**config.mk**
```make
export PLATFORM = sky130hd
export DESIGN_NAME = horner_eval
export DESIGN_NICKNAME = d
export VERILOG_FILES = /design/src/rtl/horner_pkg.sv /design/src/rtl/mul_pipe.sv /design/src/rtl/horner_eval.sv
export SDC_FILE = /design/constraint.sdc
export NUM_CORES = 2
export LEC_CHECK = 0
export BUFFER_PORTS_ARGS = -buffer_cell sky130_fd_sc_hd__buf_2
export CORE_MARGIN = 2
export CORE_UTILIZATION = 55
export DETAILED_ROUTE_END_ITERATION = 7
export GPL_ROUTABILITY_DRIVEN = 0
export PLACE_DENSITY = 0.74
export RECOVER_POWER = 50
export SETUP_SLACK_MARGIN = 0.5
export SLEW_MARGIN = 40
export SYNTH_ARGS = -nofsm -noshare
export SYNTH_HDL_FRONTEND = slang
export SYNTH_SLANG_ARGS = --single-unit
export TNS_END_PERCENT = 30
```
**constraint.sdc**
```tcl
create_clock -name clk -period 7.7 [get_ports clk]
set_clock_uncertainty 0.05 [all_clocks]
set_input_delay 1.54 -clock clk [delete_from_list [all_inputs] [get_ports clk]]
set_output_delay 1.54 -clock clk [all_outputs]
set_load 0.005 [all_outputs]
```
**src/rtl/horner_pkg.sv**
```systemverilog
// Shared types and helpers for the Horner polynomial evaluator.
package horner_pkg;

    typedef enum logic [2:0] {
        IDLE = 3'd0,
        COEF = 3'd1,
        MUL  = 3'd2,
        ADD  = 3'd3,
        DONE = 3'd4
    } state_t;

    // Width of a degree field able to hold 0..max_deg (never narrower than one bit).
    function automatic int unsigned deg_width(input int unsigned max_deg);
        return (max_deg < 1) ? 1 : $clog2(max_deg + 1);
    endfunction

endpackage

```
**src/rtl/mul_pipe.sv**
```systemverilog
// Pipelined full-width unsigned multiplier with a valid shift register.
module mul_pipe #(
    parameter int unsigned W          = 32,
    parameter int unsigned MUL_STAGES = 1
) (
    input  logic             clk,
    input  logic             reset,
    input  logic             in_valid,
    input  logic [W-1:0]     a,
    input  logic [W-1:0]     b,
    output logic [2*W-1:0]   prod,
    output logic             out_valid
);

    localparam int unsigned PW = 2 * W;

    logic [PW-1:0]         stage_q [MUL_STAGES];
    logic [MUL_STAGES-1:0] vld_q;

    // First stage forms the product, later stages only delay it.
    always_ff @(posedge clk or negedge reset) begin
        if (!reset) begin
            for (int i = 0; i < int'(MUL_STAGES); i++) begin
                stage_q[i] <= '0;
            end
            vld_q <= '0;
        end else begin
            stage_q[0] <= PW'(a) * PW'(b);
            vld_q[0]   <= in_valid;
            for (int i = 1; i < int'(MUL_STAGES); i++) begin
                stage_q[i] <= stage_q[i-1];
                vld_q[i]   <= vld_q[i-1];
            end
        end
    end

    assign prod      = stage_q[MUL_STAGES-1];
    assign out_valid = vld_q[MUL_STAGES-1];

endmodule

```
**src/rtl/horner_eval.sv**
```systemverilog
// Sequential Horner evaluator: acc = acc*x + c_k, coefficients highest-order first,
// with valid/ready streams on start, coefficient and result sides.
module horner_eval
    import horner_pkg::*;
#(
    parameter int unsigned W          = 32,
    parameter int unsigned MAX_DEG    = 15,
    parameter int unsigned MUL_STAGES = 1,
    localparam int unsigned DW        = deg_width(MAX_DEG)
) (
    input  logic          clk,
    input  logic          reset,
    input  logic          start_valid,
    output logic          start_ready,
    input  logic [W-1:0]  start_x,
    input  logic [DW-1:0] start_deg,
    input  logic          coef_valid,
    output logic          coef_ready,
    input  logic [W-1:0]  coef,
    output logic          res_valid,
    input  logic          res_ready,
    output logic [W-1:0]  res,
    output logic          res_ovf,
    output logic          busy
);

    state_t          state_q, state_d;
    logic [W-1:0]    x_q, acc_q, coef_q;
    logic [DW-1:0]   cnt_q, deg_sat;
    logic            ovf_q, ovf_new;
    logic            start_xfer, coef_xfer, mul_go;
    logic [2*W-1:0]  prod;
    logic            prod_valid;
    logic [W:0]      sum;

    assign start_xfer = start_valid & start_ready;
    assign coef_xfer  = coef_valid & coef_ready;
    assign deg_sat    = (32'(start_deg) > MAX_DEG) ? DW'(MAX_DEG) : start_deg;
    assign sum        = {1'b0, prod[W-1:0]} + {1'b0, coef_q};
    assign ovf_new    = ovf_q | (|prod[2*W-1:W]) | sum[W];

    mul_pipe #(
        .W          (W),
        .MUL_STAGES (MUL_STAGES)
    ) u_mul (
        .clk       (clk),
        .reset     (reset),
        .in_valid  (mul_go),
        .a         (acc_q),
        .b         (x_q),
        .prod      (prod),
        .out_valid (prod_valid)
    );

    // Next-state decode; the multiplier is launched on the coefficient transfer.
    always_comb begin
        state_d = state_q;
        mul_go  = 1'b0;
        case (state_q)
            IDLE: if (start_xfer) state_d = COEF;
            COEF: begin
                if (coef_xfer) begin
                    state_d = MUL;
                    mul_go  = 1'b1;
                end
            end
            MUL:  if (prod_valid) state_d = ADD;
            ADD:  state_d = (cnt_q == '0) ? DONE : COEF;
            DONE: if (res_ready) state_d = IDLE;
            default: state_d = IDLE;
        endcase
    end

    always_ff @(posedge clk or negedge reset) begin
        if (!reset) begin
            state_q     <= IDLE;
            start_ready <= 1'b1;
            coef_ready  <= 1'b0;
            res_valid   <= 1'b0;
            busy        <= 1'b0;
        end else begin
            state_q     <= state_d;
            start_ready <= (state_d == IDLE);
            coef_ready  <= (state_d == COEF);
            res_valid   <= (state_d == DONE);
            busy        <= (state_d != IDLE);
        end
    end

    // Accumulator, counter and sticky overflow; result captured on the final add.
    always_ff @(posedge clk or negedge reset) begin
        if (!reset) begin
            x_q     <= '0;
            acc_q   <= '0;
            coef_q  <= '0;
            cnt_q   <= '0;
            ovf_q   <= 1'b0;
            res     <= '0;
            res_ovf <= 1'b0;
        end else begin
            if (start_xfer) begin
                x_q   <= start_x;
                cnt_q <= deg_sat;
                acc_q <= '0;
                ovf_q <= 1'b0;
            end
            if (coef_xfer) begin
                coef_q <= coef;
            end
            if (state_q == ADD) begin
                acc_q <= sum[W-1:0];
                ovf_q <= ovf_new;
                if (cnt_q == '0) begin
                    res     <= sum[W-1:0];
                    res_ovf <= ovf_new;
                end else begin
                    cnt_q <= cnt_q - DW'(1);
                end
            end
        end
    end

endmodule

```
Yosys cells after proc, flatten, opt, wreduce, memory -nomap -nowiden
Cells that the tools add are included.
Storage, ports and cells
  memory bits (writable): 0
  bits of input ports: 73
  output and inout bits: 37
  memories: 0
  ROM bits: 0
  logic and storage cells: 49
  latch bits: 0
  flip-flop bits (word level): 206
Operators by class
  equality and inequality tests: 6
  $add $sub $neg: 2
  $mul: 1
  multiplexer cells: 15
  shifts and indexed selects: 0
  reduce and logical (&&, ||, !) cells: 7
  bitwise operators: 4
  magnitude comparators: 0
  divide/modulo/power cells: 0
Operators by type and width (count)
  32-bit by 32-bit multiplier with 64-bit output: 1
  32-bit two-way mux: 2
  32-bit by 32-bit adder with 33-bit output: 1
  32-bit OR reduction: 1
  3-bit two-way mux: 5
  3-bit one-hot mux with 5 select lines: 1
  4-bit two-way mux: 3
  3-bit by 1-bit == test with 1-bit output (second input constant): 2
  3-bit by 2-bit == test with 1-bit output (second input constant): 2
  3-bit == test (second input constant): 2
  3-bit zero test: 2
  4-bit zero test: 1
  1-bit two-way mux: 4
  4-bit by 1-bit subtractor with 4-bit output (second input constant): 1
  3-bit nonzero test: 1
  1-bit bitwise AND: 2
  1-bit bitwise OR: 2
  2-bit AND reduction: 1
  2-bit nonzero test: 1

Longest topological paths before layout
  word-level depth: 4
  gate-level depth with buffers: 28
  depth with buffers taken out: 27

Hierarchy
A second synthesis with hierarchy kept.
Unflattened totals
  cell total of the unflattened synthesis: 4469
  area, all modules: 42314.3 um^2
By module, submodules not included
  mul_pipe: area an instance 35052.4 um^2, cells each 3768, instances 1, seq. area each 1626.6 um^2
  horner_eval: area an instance 7262.0 um^2, cells each 701, instances 1, seq. area each 3529.6 um^2

Worst setup path before layout
Ideal clock, no wire load.
  path type: reg-to-reg
  start: register acc_q[30]
  end: register u_mul.stage_q, in the netlist u_mul.prod[59]
  slack: 0.276 ns
  path buffers: 2
  data required time: 7.520 ns
  clock period less this slack: 7.424 ns
  library setup time: 0.130 ns
  cell stages (with the launch flop): 27
  arrival time: 7.243 ns
  cells stage by stage: dfrtp_1 > clkbuf_1 > nand2_1 > fa_1 > inv_1 > fa_1 > fa_1 > inv_1 > fa_1 > inv_1 > fa_1 > fa_1 > fa_1 > inv_1 > fa_1 > inv_1 > ha_1 > buf_4 > and3_1 > nand3_2 > or4_4 > nor4_4 > nor4_4 > or3_4 > a31oi_4 > a31oi_1 > xnor2_1
Between the ends
  cells in the longest elaborated chain, start to end: 1
RTL lines
  from (decl): RTL line horner_eval.sv:28  | logic [W-1:0] x_q, acc_q, coef_q;
  from (signal assigned): RTL line horner_eval.sv:111  | acc_q <= sum[W-1:0];
  32-bit by 32-bit multiplier with 64-bit output: RTL line mul_pipe.sv:28  | stage_q[0] <= PW'(a) * PW'(b);
  to (signal, indexed assignment): RTL line mul_pipe.sv:31  | stage_q[i] <= stage_q[i-1];
  to (decl): RTL line mul_pipe.sv:17  | logic [PW-1:0] stage_q [MUL_STAGES];
No other way between the ends.
A chain may end at the register's enable or synchronous reset.

Worst setup path in the final report
  start: register acc_q[16]
  end: register u_mul.stage_q, in the netlist u_mul.prod[59]
The elaborated chain is that of the path after synthesis.

==> metrics.txt <==
critical path class=reg -> reg; number of flops mapped to enable cells by yosys=0; async set-or-reset flop fraction in the synthesized netlist=100.0%; biggest cell delay along the critical path=600 ps; WL per Instance=21.43 µm; post-route DRC violation count=0; start of the worst register-to-register path=acc_q[16]; count of non-filler cells in the finished layout=5546; number of buffers created by CTS=24; fraction of layout instances using a drive strength above 1=14.17%; violated checks=capacitance limit, slew limit; Cells after Synth=4407; clock root buffer=sky130_fd_sc_hd__clkbuf_16; post-synth net total=5673; unique cell type count in the Yosys netlist=75; initial cell density of the core=55.41%; routing usage on met1=43.68%; path category of the worst min-delay check=reg -> reg; RSZ-0062 raised after global routing=yes; first-pass GRT wire length=189100 µm; met3 usage=5.621%; total global routing overflow=0; post-CTS clock slew at the launch and capture registers of the worst setup and hold paths=70 ps; die height=280.2 µm; cell area after synthesis=41950 µm²; aggregate global-route resource usage=31.25%; number of register bits inferred by synthesis=206; number of placement rows=101; highest net fanout along the worst path=6; total I/O pin count=110; initial antenna violation count=5; detailed-placement wirelength estimate=90090 µm; die area=78490 µm²; CTS HTree Levels=1; worst-case reg-to-reg path depth=24; most used routing layer in global routing=met2; start point of the critical path=acc_q[16]; number of warnings printed during yosys synthesis=0; endpoints failing setup=0; clock tree sinks=206; width of the die=280.2 µm; Worst path depth=24; number of maximum-capacitance violations=6; Iter 0 DRT Violations=2721; final-report hold violation count=0; sum of buffers and inverters on the critical path=5; dominant delay contributor by cell family on the critical path=adder cells; CP Launch Type=flip-flop; CTS tree=built; maximum clock rate=131.9 MHz; slowest stage cell, crit path=sky130_fd_sc_hd__fa_1; Final period util=98.48%; Clk Latency, worst-skew pair=600 ps; via total after detailed routing=31.66k; commonest cells after routing, fill and taps aside=sky130_fd_sc_hd__inv_1 (858), sky130_fd_sc_hd__fa_1 (856), sky130_fd_sc_hd__and2_1 (588), sky130_fd_sc_hd__nand2_1 (525), sky130_fd_sc_hd__ha_1 (275); Req. time, crit path=8100 ps; pin count of the biggest net entering global routing=66; dominant synthesized flop cell=sky130_fd_sc_hd__dfrtp_1; number of global-route vias before repair=34.02k; growth of design area from synthesis to finish=12.36%; placeable core area=75700 µm²; Post-Route Hold Slack=426.0 ps; count of final max-slew check failures=326; Routed Antenna Nets=0; WP data arrival=7980 ps; Critical path destination=u_mul.prod[59]; category of the worst setup path capture point=flip-flop; slack of the worst reg-to-reg path=120 ps; average cell area after synthesis=9.518 µm²; Pre-Repair DR Iteration Count=5; Most Frequent Cell on Critical Path=sky130_fd_sc_hd__fa_1; worst slew pin tran=3419 ps; net count of the finished layout=5815; DP Cell Count=5405; most common cell after layout, fill and taps aside=sky130_fd_sc_hd__inv_1; worst reg2reg endpoint=u_mul.prod[59]; global-route met2 utilization=49.50%; series of cell instances along the critical path=buf_12 > clkbuf_16 > nand2_2 > fa_1 > fa_1 > inv_2 > fa_1 > fa_1 > fa_1 > fa_1 > fa_1 > inv_2 > fa_1 > inv_2 > ha_4 > and4_4 > nand3_4 > or4_4 > nor4_4 > nor4_4 > or3_4 > a31oi_4 > a31oi_1 > xnor2_1; final critical path time including I/O delays and setup=7583 ps; Max Buffers Root-to-Sink=3; Port Buf Inserts=109; sequential cell area fraction in the yosys report=12.29%; result of the run=complete, but fails checks; Slew HR=-127.9%; routed vias/inst=5.708; total routed wirelength=118800 µm
per-layer routing:
layer | wire length [µm] | vias to the layer above
met4 | 5268 | 0
met3 | 11330 | 278
met2 | 54520 | 1545
met5 | 0 | -
li1 | - | 13499
met1 | 47710 | 16336
layout make-up:
cell class                 count  area, µm²
timing repair buffer         365       3376
fill                        5938      28560
inverter                     885       3322
clock buffer                  30      663.1
sequential                   206       5194
clock inverter                13      180.2
multi-input combinational   3067      33170
tap                          978       1224
antenna                        2      5.005
worst register-to-register path, delay by kind of cell, from the launching register on:
kind,cells,cell delay [ps]
DFF,1,550
xor gates and xnor gates,1,150
buffers and inverters,5,470
and+or+nand+nor,7,1490
adders and majority gates,9,4410
AOI/OAI and AO/OA,2,340
Yosys cell counts (all sizes together) (9+ instances only):
master / n / area share, %
fa: 897 / 43
inv: 885 / 7.9
and2: 600 / 8.9
nand2: 530 / 4.7
ha: 296 / 8.8
clkbuf: 237 / 2.1
dfrtp: 205 / 12
o21ai: 121 / 1.4
a21oi: 103 / 1.2
mux2: 68 / 1.8
nand3: 58 / 0.70
a21o: 57 / 1.0
xnor2: 57 / 1.2
nor2: 49 / 0.44
xor2: 34 / 0.71
nand4: 20 / 0.30
o21bai: 14 / 0.25
and3: 12 / 0.18
buf: 12 / 0.16
nand2b: 12 / 0.18
nor4: 12 / 0.25
a31oi: 10 / 0.18
nor3: 10 / 0.12
nor2b: 9 / 0.13
o21a: 9 / 0.16
timing repair:
| action | 4_1_cts | 5_1_grt |
|---|---|---|
| setup endpoints to repair | 32 | 42 |
| pin swaps | 83 | 58 |
| setup buffers | 64 | 18 |
| gates resized for setup | 125 | 88 |
| hold buffers | 0 | 0 |
| cloned | 10 | 4 |
flip-flops by register name, indices dropped and copies added (netlist names):
register,flops
coef_q,32
res_ovf,1
res_valid,1
u_mul.prod,64
acc_q,32
ovf_q,1
x_q,32
u_mul.out_valid,1
cnt_q,4
state_q,3
start_ready,1
coef_ready,1
busy,1
res,32
cell families (layout without fill, tap and decap cells):
group                    count (synthesis)  count (layout)  share of synthesized area, %
AND/OR/NAND/NOR                       1329            1329                         16.32
other                                    0               2                             0
AO/OA/AOI/OAI                          385             385                         5.796
multiplexers                            69              69                         1.849
adder cells (fa/ha/maj)               1193            1193                         51.64
flip-flops                             206             206                         12.29
buffers and inverters                 1134            1293                         10.20
XOR/XNOR                                91              91                         1.900
stage by stage:
step	TNS, ps	setup slack (ps)	utilization, %	instance area (µm²)
after floorplan	0	500.4	-	42010
after global placement	-37.55	-37.55	58.65	44400
after detailed placement	-508.4	-157.6	58.70	44430
after CTS	0	72.00	61.55	46590
after global routing	-0.8029	-0.8029	62.26	47130
final	0	117.2	62.26	47130
worst min path at each step:
stage               startpoint  depth (start not counted)  slack, ps      end
floorplan              res[10]                          2        420  res[10]
CTS                    res[18]                          2        430  res[18]
global placement       res[18]                          2        410  res[18]
finish                  res[4]                          2        430   res[4]
global route           res[18]                          2        450  res[18]
detailed placement     res[18]                          2        420  res[18]
Power is left out: the tool's default activity adds up to more than one toggle a clock period on the data nets, which glitch-free logic cannot reach.
